===== src/rtl/calc_pkg.sv =====
// rtl/calc_pkg.sv - shared constants, state type and helpers for the calculator display path
package calc_pkg;

  localparam int NUM_DIGITS  = 4;
  localparam int MAX_BCD_VAL = 9999;

  typedef enum logic {
    IDLE = 1'b0,
    CONV = 1'b1
  } state_t;

  // Counter runs 0..bin_w-1, one step per converted bit.
  function automatic int cnt_width(input int bin_w);
    return $clog2(bin_w);
  endfunction

endpackage


===== src/rtl/bcd_digit_adj.sv =====
// rtl/bcd_digit_adj.sv - single BCD nibble add-3 correction for shift-and-add-3
module bcd_digit_adj (
  input  logic [3:0] i_nib,
  output logic [3:0] o_nib
);

  // A nibble of 5 or more would exceed 9 after the next shift, so pre-correct it.
  always_comb begin
    o_nib = i_nib;
    if (i_nib >= 4'd5) o_nib = i_nib + 4'd3;
  end

endmodule


===== src/rtl/bin2bcd_seq.sv =====
// rtl/bin2bcd_seq.sv - sequential binary-to-BCD converter feeding the seven-segment display
module bin2bcd_seq
  import calc_pkg::*;
#(
  parameter int          BIN_W    = 16,
  parameter logic [15:0] ERR_CODE = 16'hFFFF
) (
  input  logic             clk,
  input  logic             reset_n,
  input  logic             start,
  input  logic [BIN_W-1:0] bin,
  input  logic             dp_in,
  output logic             busy,
  output logic             done,
  output logic [15:0]      bcd,
  output logic             ovf,
  output logic             dp_out
);

  localparam int               SR_W  = 16 + BIN_W;
  localparam int               CNT_W = cnt_width(BIN_W);
  localparam logic [CNT_W-1:0] LAST  = CNT_W'(BIN_W - 1);

  state_t            r_state;
  state_t            w_next;
  logic [SR_W-1:0]   r_sr;
  logic [CNT_W-1:0]  r_cnt;
  logic              r_ovf_flag;
  logic              r_dp;
  logic              r_done;
  logic [15:0]       r_bcd;
  logic              r_ovf;
  logic              r_dp_out;
  logic [15:0]       w_adj;
  logic [SR_W-1:0]   w_shift;
  logic              w_last;

  // Add-3 correction on each BCD digit currently in the upper field.
  for (genvar g = 0; g < NUM_DIGITS; g++) begin : g_adj
    bcd_digit_adj u_adj (
      .i_nib(r_sr[BIN_W + 4*g +: 4]),
      .o_nib(w_adj[4*g +: 4])
    );
  end

  // Carry out of the thousands digit falls off the top; only possible on overflow.
  assign w_shift = {w_adj, r_sr[BIN_W-1:0]} << 1;
  assign w_last  = (r_cnt == LAST);

  // State register.
  always_ff @(posedge clk or negedge reset_n) begin
    if (!reset_n) r_state <= IDLE;
    else          r_state <= w_next;
  end

  // Next-state: accept start only when idle, return after the final shift.
  always_comb begin
    w_next = r_state;
    case (r_state)
      IDLE: if (start)  w_next = CONV;
      CONV: if (w_last) w_next = IDLE;
    endcase
  end

  // Datapath: capture on start, shift per bit, publish results on the final shift only.
  always_ff @(posedge clk or negedge reset_n) begin
    if (!reset_n) begin
      r_sr       <= '0;
      r_cnt      <= '0;
      r_ovf_flag <= 1'b0;
      r_dp       <= 1'b0;
      r_done     <= 1'b0;
      r_bcd      <= 16'h0000;
      r_ovf      <= 1'b0;
      r_dp_out   <= 1'b0;
    end else begin
      r_done <= 1'b0;
      case (r_state)
        IDLE: begin
          if (start) begin
            r_sr       <= {16'h0000, bin};
            r_dp       <= dp_in;
            r_ovf_flag <= (bin > BIN_W'(MAX_BCD_VAL));
            r_cnt      <= '0;
          end
        end
        CONV: begin
          r_sr  <= w_shift;
          r_cnt <= r_cnt + 1'b1;
          if (w_last) begin
            r_bcd    <= r_ovf_flag ? ERR_CODE : w_shift[SR_W-1 -: 16];
            r_ovf    <= r_ovf_flag;
            r_dp_out <= r_dp;
            r_done   <= 1'b1;
          end
        end
      endcase
    end
  end

  assign busy   = (r_state == CONV);
  assign done   = r_done;
  assign bcd    = r_bcd;
  assign ovf    = r_ovf;
  assign dp_out = r_dp_out;

endmodule


===== config.mk =====
export PLATFORM = sky130hd
export DESIGN_NAME = bin2bcd_seq
export DESIGN_NICKNAME = d
export VERILOG_FILES = /design/src/rtl/calc_pkg.sv /design/src/rtl/bcd_digit_adj.sv /design/src/rtl/bin2bcd_seq.sv
export SDC_FILE = /design/constraint.sdc
export NUM_CORES = 1
export LEC_CHECK = 0
export ABC_AREA = 1
export BUFFER_PORTS_ARGS = -buffer_cell sky130_fd_sc_hd__buf_2
export CAP_MARGIN = 20
export CORE_ASPECT_RATIO = 1.1
export CORE_MARGIN = 3
export CORE_UTILIZATION = 55
export DETAILED_ROUTE_END_ITERATION = 8
export GPL_ROUTABILITY_DRIVEN = 0
export PLACE_DENSITY_LB_ADDON = 0.12
export SYNTH_ARGS = -nofsm -noshare
export SYNTH_HDL_FRONTEND = slang
export SYNTH_SLANG_ARGS = --single-unit

===== constraint.sdc =====
create_clock -name clk -period 3.76 [get_ports clk]
set_input_delay 0 -clock clk [delete_from_list [all_inputs] [get_ports clk]]
set_output_delay 0 -clock clk [all_outputs]
set_load 0.05 [all_outputs]

### Yosys cells after proc, flatten, opt, wreduce, memory -nomap -nowiden

Cells that the tools add are included.

* register bits: 58
* bits in latches: 0
* RAM bits: 0
* ROM bits: 0
* input port bits: 20
* output and inout bits: 20
* logic and storage cells: 38
* memories kept: 0

* add/sub/neg operators: 5
* multiply operators: 0
* div/mod/pow operators: 0
* $lt $le $gt $ge: 5
* equality and inequality tests: 2
* shifts and indexed selects: 0
* muxes and demuxes: 14
* bitwise logic cells: 1
* reductions and logical operators: 2

Operators with widths (count)
* $pmux W32 S2: 1
* $mux W32: 1
* $ge A4 B3 Y1 const B: 4
* $gt A16 B14 Y1 const B: 1
* $mux W16: 1
* $mux W4: 4
* $add A4 B2 Y4 const B: 3
* $pmux W4 S2: 1
* $add A4 B1 Y4 const B: 1
* $eq A4 B4 Y1 const B: 1
* $mux W1: 4
* $reduce_and A2 Y1: 2
* $add A3 B2 Y3 const B: 1
* $mux W3: 1
* $ne A2 B2 Y1 const B: 1
* $pmux W1 S2: 1
* $not A1 Y1: 1

### Depth between registers and ports, before layout

Gate-level depths: netlist (run 1).

* depth after elaboration: 3
* mapped depth: 10
* mapped depth without buffers: 10

### By module

From an unflattened synthesis (run 1), not the netlist that was laid out.

* cell total of the unflattened synthesis: 338
* area, all modules: 2881.5 µm²

Modules (own cells, without submodules)
* bin2bcd_seq: instances 1, cells each 246, area an instance 2341.0 µm², sequential area each 1451.4 µm²
* bcd_digit_adj: instances 4, cells each 23, area an instance 135.1 µm², sequential area each 0.0 µm²

### Worst setup path before layout (run 1)

Ideal clock, no wire load.

* kind: register -> register
* from: register r_state (netlist: busy)
* to: register r_bcd[1] (netlist: bcd[1])
* setup time: 0.113 ns
* arrival time: 1.388 ns
* data required time: 3.647 ns
* path slack: 2.259 ns
* stages on the path, launching flop included: 8
* buffers on the path: 2
* period minus slack after synthesis: 1.501 ns
* cells stage by stage: dfrtp_1 > buf_6 > nand4_4 > nor2_4 > buf_6 > nand2_1 > nand2_1 > inv_1

* word-level cells in the longest chain between the ends: 1

RTL lines
* from (decl): line bin2bcd_seq.sv:24 `state_t r_state;`
* from (signal assigned): line bin2bcd_seq.sv:53 `else r_state <= w_next;`
* $reduce_and A2 Y1 (no line)
* to (signal assigned): line bin2bcd_seq.sv:91 `r_bcd <= r_ovf_flag ? ERR_CODE : w_shift[SR_W-1 -: 16];`
* to (decl): line bin2bcd_seq.sv:31 `logic [15:0] r_bcd;`

Every way passes these cells.
A chain may end at the register's enable or synchronous reset.

### Worst setup path after layout (run 1)

* from: register r_state (netlist: busy)
* to: register r_sr[4]

* word-level cells in the longest chain between the ends: 2
* elaborated cells between the ends (all ways): 3
* classes of those cells: eq/ne: 1; mux: 1; bitwise: 1

RTL lines
* $not A1 Y1 (no line)
* $pmux W32 S2 or $ne A2 B2 Y1 (tied branches)
* to (signal assigned): line bin2bcd_seq.sv:81 `r_sr <= {16'h0000, bin};`
* to (signal assigned): line bin2bcd_seq.sv:88 `r_sr <= w_shift;`
* to (decl): line bin2bcd_seq.sv:26 `logic [SR_W-1:0] r_sr;`

Several ways; a longest one is shown, not always the timed one.

==> results.sh, run 1 <==
export IMPL_finalSetupViolations=0
export IMPL_min_path_type="primary input to register"
export IMPL_ir_worst_vdd_mv=0.365
export IMPL_grt_total_usage=0.218
export IMPL_critPathKind="register to register"
export IMPL_antenna_found_initial=0
export IMPL_synthesis_area_sq_um=2860
export IMPL_grt_overflow=0
export IMPL_synthesis_area_per_instance_sq_um=8.37
export IMPL_num_fill_cells=388
export IMPL_grt_use_met2=0.368
export IMPL_cp_required_ns=3.99
export IMPL_crit_chain="inv_1 > nand2_2 > inv_2 > nand2_1 > o211ai_1"
export IMPL_ys_ff_latch=58
export IMPL_gr_usage_met1=0.259
export IMPL_post_cts_buffers=0
export IMPL_outcome="complete, no violations"
export IMPL_synth_seq_area_share=0.508
export IMPL_finalClockSkew_ns=0.00574
export IMPL_fmax_mhz=516
export IMPL_met3_usage=0.0563
export IMPL_insertion_delay_ns=0.32
export IMPL_ant_nets=0
export IMPL_ioPinCount=40
export IMPL_grt_pass1_vias=2445
export IMPL_ctsLongestPathBuffers=2
export IMPL_critPathArrivalTime_ns=2.17
export IMPL_cap_violations=0
export IMPL_drtPass1Iterations=4
export IMPL_grt_busiest_layer="met2"
export IMPL_endpoint_kind="register"
export IMPL_grt_pass1_wl_mm=10.2
export IMPL_synth_cells=341
export IMPL_wl_per_cell_microns=12.7
export IMPL_ys_warn_count=0
export IMPL_crit_buf_inv=2
export IMPL_nets=426
export IMPL_drive_gt1_frac=0.152
export IMPL_rsz0062_at_grt="false"
export IMPL_syn_to_final_growth_pct=18.1
export IMPL_cts_max_level=3
export IMPL_root_buffer="clkbuf_8"
export IMPL_drt_initial_drc_count=151
export IMPL_slew_headroom=0.518
export IMPL_layout_common_cells="nand2_1, dfrtp_1, inv_1"
export IMPL_crit_path_start_kind="register"
export IMPL_die_h_microns=81.6
export IMPL_n_antenna_cell=0
export IMPL_dieArea_sq_um=6090
export IMPL_path_clk_slew_ns=0.06
export IMPL_vias_per_cell=5.19
export IMPL_rows=26
export IMPL_cp_slowest_stage_delay_ns=0.48
export IMPL_synth_nets=370
export IMPL_power_density_nw_per_um2=880
export IMPL_routed_wl_mm=5.82
export IMPL_io_buffers=39
export IMPL_yosysUniqueCellTypes=25
export IMPL_whs_ns=0.0165
export IMPL_hold_violations=0
export IMPL_slew_violations=0
export IMPL_critPathMaxFanout=20
export IMPL_grt_max_degree=59
export IMPL_cts_sinks=58
export IMPL_worst_slew_pin_slew_ns=0.723
export IMPL_core_area_sq_um=4810
export IMPL_power_static_leakage_nw=1.70
export IMPL_post_dp_hpwl_mm=3.79
export IMPL_final_common_cell="nand2_1"
export IMPL_finalSetupTns_ns=0
export IMPL_cts_tree="done"
export IMPL_layout_min_cycle_time_ns=1.94
export IMPL_via_count=2371
export IMPL_cts_buffers=9
export IMPL_start_util=0.593
export IMPL_critical_path_top_delay_family="buffers and inverters"
export IMPL_drcViolationCount=0
export IMPL_slowest_stage="inv_1"
export IMPL_die_w_microns=74.7
export IMPL_finalCritPeriodShare=0.515
synth_stat cells (all sizes together):
cell type	n	area, sq um
nand2	103	392
dfrtp	58	1450
inv	53	199
nor2	21	86.3
nand3	18	90.1
o21ai	18	90.1
or2	11	68.8
buf	9	77.6
ha	9	113
a21oi	8	40.0
nand4	8	65.1
o211ai	7	52.6
o221ai	7	61.3
o22ai	5	31.3
a22oi	2	15.0
clkbuf	2	7.51
a22o	1	8.76
a31oi	1	6.26
power by group:
part           total, mW  internal (mW)  switching, mW
clock network      0.496          0.268          0.228
logic               1.42          0.433          0.984
registers           1.05          0.896          0.158
kinds of logic after synthesis:
| kind of cell | count (synthesis) | synth area share |
|---|---|---|
| and+or+nand+nor | 161 | 0.246 |
| buffers and inverters | 64 | 0.0995 |
| adders and majority gates | 9 | 0.0394 |
| DFF | 58 | 0.508 |
| AOI/OAI and AO/OA | 49 | 0.107 |
final cells by class:
class | count | area, sq um | area share
clock buffers | 12 | 155 | 0.0460
repair buffers | 56 | 360 | 0.107
clock inverters | 3 | 15.0 | 0.00445
inverters | 53 | 199 | 0.0590
multi-input cells | 219 | 1120 | 0.332
flip-flops and latches | 58 | 1450 | 0.431
well taps | 56 | 70.1 | 0.0208
state kept, by name, indices dropped and copies added (netlist names):
signal,cells
r_dp,1
r_sr,32
r_ovf_flag,1
ovf,1
busy,1
done,1
dp_out,1
bcd,16
r_cnt,4
per-stage QoR:
step                      area, sq um  utilization  power (mW)  worst slack (ns)  instances
after detailed placement         3050        0.634        2.47              1.86        427
after CTS                        3370        0.700        2.99              1.85        457
final                            3370        0.700        2.97              1.82        457
after global placement           3050        0.634        2.43              1.96        427
after global routing             3370        0.700        3.23              1.65        457
after floorplan                  2860            -        2.16              2.26        341
routing by layer:
layer	vias to the layer above	part of all wire
met4	0	0.012
li1	1203	-
met3	7	0.035
met2	55	0.49
met1	1106	0.46
met5	-	0
what timing repair did:
item / 4_1_cts / 5_1_grt
hold buffers: 15 / 0
resized for setup: 0 / 0
endpoints found under the hold margin: 72 / 0
worst register-to-register path: stages (launching register included):
cell and delay, ns:
dfrtp_1 0.38, inv_1 0.48, nand2_2 0.43, inv_2 0.36
nand2_1 0.10, o211ai_1 0.10
worst paths after layout:
| check | from | end | slack [ns] | depth (start not counted) |
|---|---|---|---|---|
| max | busy | r_sr[4] | 1.82 | 5 |
| min | bin[12] | r_sr[12] | 0.02 | 3 |
| max reg2reg | busy | r_sr[4] | 1.82 | 5 |
| min reg2reg | dp_out | dp_out | 0.48 | 2 |
| max in group asynchronous | reset_n | r_sr[31] | 2.93 | 3 |
| min in group asynchronous | reset_n | bcd[11] | 0.35 | 3 |
Power figures use the tool's default switching activity.
==> run 2, diff against run 1 <==
--- a/config.mk
+++ b/config.mk
@@ -5,12 +5,12 @@
 export SDC_FILE = /design/constraint.sdc
 export NUM_CORES = 1
 export LEC_CHECK = 0
-export ABC_AREA = 1
+export ABC_AREA = 0
 export BUFFER_PORTS_ARGS = -buffer_cell sky130_fd_sc_hd__buf_2
 export CAP_MARGIN = 20
 export CORE_ASPECT_RATIO = 1.1
 export CORE_MARGIN = 3
-export CORE_UTILIZATION = 55
+export CORE_UTILIZATION = 51
 export DETAILED_ROUTE_END_ITERATION = 8
 export GPL_ROUTABILITY_DRIVEN = 0
 export PLACE_DENSITY_LB_ADDON = 0.12
==> constraint.sdc (replaced) <==
create_clock -name clk -period 1.7 [get_ports clk]
set_input_delay 0 -clock clk [delete_from_list [all_inputs] [get_ports clk]]
set_output_delay 0 -clock clk [all_outputs]
set_load 0.05 [all_outputs]
==> run 2 against run 1 <==
Final area rose by 4.0%. Die area rose by 8.7%. First-iteration DRC count fell by 37%. Largest cell class unchanged. Largest power group unchanged.
==> results.sh, run 2 <==
export IMPL_ys_warn_count=0
export IMPL_path_clk_slew_ns=0.06
export IMPL_post_dp_hpwl_mm=3.87
export IMPL_ctsLongestPathBuffers=2
export IMPL_drive_gt1_frac=0.288
export IMPL_met3_length_microns=307
export IMPL_wl_met2_mm=2.64
export IMPL_synth_cells=267
export IMPL_yosysUniqueCellTypes=37
export IMPL_synthesis_area_per_instance_sq_um=10.8
export IMPL_nets=359
export IMPL_cts_sinks=58
export IMPL_start_util=0.533
export IMPL_critPathKind="register to register"
export IMPL_die_h_microns=85.0
export IMPL_drcViolationCount=0
export IMPL_highest_layer="met4"
export IMPL_insertion_delay_ns=0.33
export IMPL_routed_wl_mm=5.72
export IMPL_vias_per_cell=5.14
export IMPL_fin_cells=408
export IMPL_ir_worst_vdd_mv=0.785
export IMPL_post_synth_top_area_cell="dfrtp_1"
export IMPL_synth_seq_area_share=0.501
export IMPL_grt_overflow=0
export IMPL_worst_slew_pin_slew_ns=0.572
export IMPL_power_mw=7.11
export IMPL_rows=28
export IMPL_layout_common_cells="dfrtp_1, buf_2, nand2_1"
export IMPL_synth_top_area_frac=0.501
export IMPL_grt_pass1_wl_mm=10.2
export IMPL_synth_edff_count=0
export IMPL_dp_cells=376
export IMPL_endpoint_kind="register"
export IMPL_antenna_found_initial=0
export IMPL_finalCritPeriodShare=0.928
export IMPL_drtPass1Iterations=4
export IMPL_ys_ff_latch=58
export IMPL_cts_tree="done"
export IMPL_cts_buffers=9
export IMPL_ioPinCount=40
export IMPL_dieArea_sq_um=6620
export IMPL_critPathArrivalTime_ns=1.83
export IMPL_yosysMostFrequentCell="dfrtp_1"
export IMPL_largest_reg_flops=32
export IMPL_root_buffer="clkbuf_8"
export IMPL_syn_to_final_growth_pct=21.1
export IMPL_n_antenna_cell=0
export IMPL_place_area_sq_um=3160
export IMPL_cap_violations=0
export IMPL_largest_register="r_sr"
export IMPL_slew_headroom=0.618
export IMPL_cp_required_ns=1.95
export IMPL_slew_violations=0
export IMPL_synth_commonest_cells="dfrtp_1, nand2_1, o21ai_0, mux2i_1, nor2_1"
export IMPL_drt_initial_drc_count=95
export IMPL_finalClockSkew_ns=0.00584
export IMPL_grt_max_degree=59
export IMPL_utilization=0.646
export IMPL_met1Wirelength_mm=2.59
export IMPL_cts_max_level=3
export IMPL_wl_per_cell_microns=14.0
export IMPL_hold_violations=0
export IMPL_finalSetupViolations=0
export IMPL_synthesis_area_sq_um=2900
export IMPL_synth_nets=296
export IMPL_fmax_mhz=634
export IMPL_power_static_leakage_nw=1.58
export IMPL_whs_ns=0.00724
export IMPL_min_path_type="primary input to register"
export IMPL_outcome="complete, no violations"
export IMPL_synth_ff_type="dfrtp_1"
export IMPL_core_area_sq_um=5430
export IMPL_io_buffers=39
export IMPL_fin_area_sq_um=3510
export IMPL_die_w_microns=77.9
export IMPL_final_common_cell="dfrtp_1"
export IMPL_power_density_nw_per_um2=2030
export IMPL_grt_total_usage=0.198
export IMPL_crit_path_start_kind="register"
export IMPL_synthArstFlopShare=1.00
export IMPL_ant_nets=0
export IMPL_synth_area_leaders="dfrtp_1, mux2i_1, nand2_1"
export IMPL_critPathMaxFanout=5
export IMPL_grt_pass1_vias=2127
export IMPL_via_count=2097
export IMPL_layout_min_cycle_time_ns=1.58
[run 2: power breakdown]
group          internal (mW)  switching (mW)  total [mW]
Combinational           1.40            2.17        3.57
Sequential              2.00           0.500        2.50
Clock                  0.555           0.488        1.04
Total                   3.95            3.16        7.11
[run 2: area by class of cell]
class                      count  area, sq um
inverter                      12         50.0
tap                           75         93.8
sequential                    58         1450
fill                         455         1920
clock buffer                  14          153
multi-input combinational    184         1300
timing repair buffer          65          455
[run 2: cells by family after synthesis]
family                     after synthesis  share of synthesized area
and+or+nand+nor                         74                      0.122
muxes                                   21                     0.0747
xor gates and xnor gates                 6                     0.0181
buffers and inverters                   25                     0.0549
DFF                                     58                      0.501
adders and majority gates                9                     0.0389
AOI/OAI and AO/OA                       74                      0.190
[run 2: stage by stage]
step | setup slack, ns | TNS, ns
floorplan | 0.166 | 0
global placement | 0.152 | 0
detailed placement | 0.0809 | 0
CTS | 0.0737 | 0
global route | -0.00630 | -0.00630
finish | 0.123 | 0
[run 2: worst max-delay path: stages, from the launching register on]
cell and delay (ns):
dfrtp_1 0.43, ha_1 0.21, nand2b_1 0.16, a21oi_2 0.18
mux2_2 0.37, o22ai_1 0.15
[run 2: routing by layer]
layer,up-vias,global-route usage
met5,-,0
met4,0,0.118
met3,16,0.0510
met2,58,0.293
met1,977,0.260
li1,1046,-
[run 2: final timing paths]
path | from | endpoint | slack, ns | cells past startpoint
min | bin[8] | r_sr[8] | 0.007 | 3
min in group asynchronous | reset_n | bcd[8] | 0.21 | 3
max in group asynchronous | reset_n | r_sr[10] | 1.22 | 3
min reg2reg | bcd[0] | bcd[0] | 0.47 | 2
max | r_sr[20] | r_sr[22] | 0.12 | 5
max reg2reg | r_sr[20] | r_sr[22] | 0.12 | 5
[run 2: timing repair]
action,in CTS,in global routing
endpoints found under the hold margin,73,0
buffers inserted,0,2
endpoints found under the setup margin,0,6
hold buffers,16,0
gates resized for setup,0,4
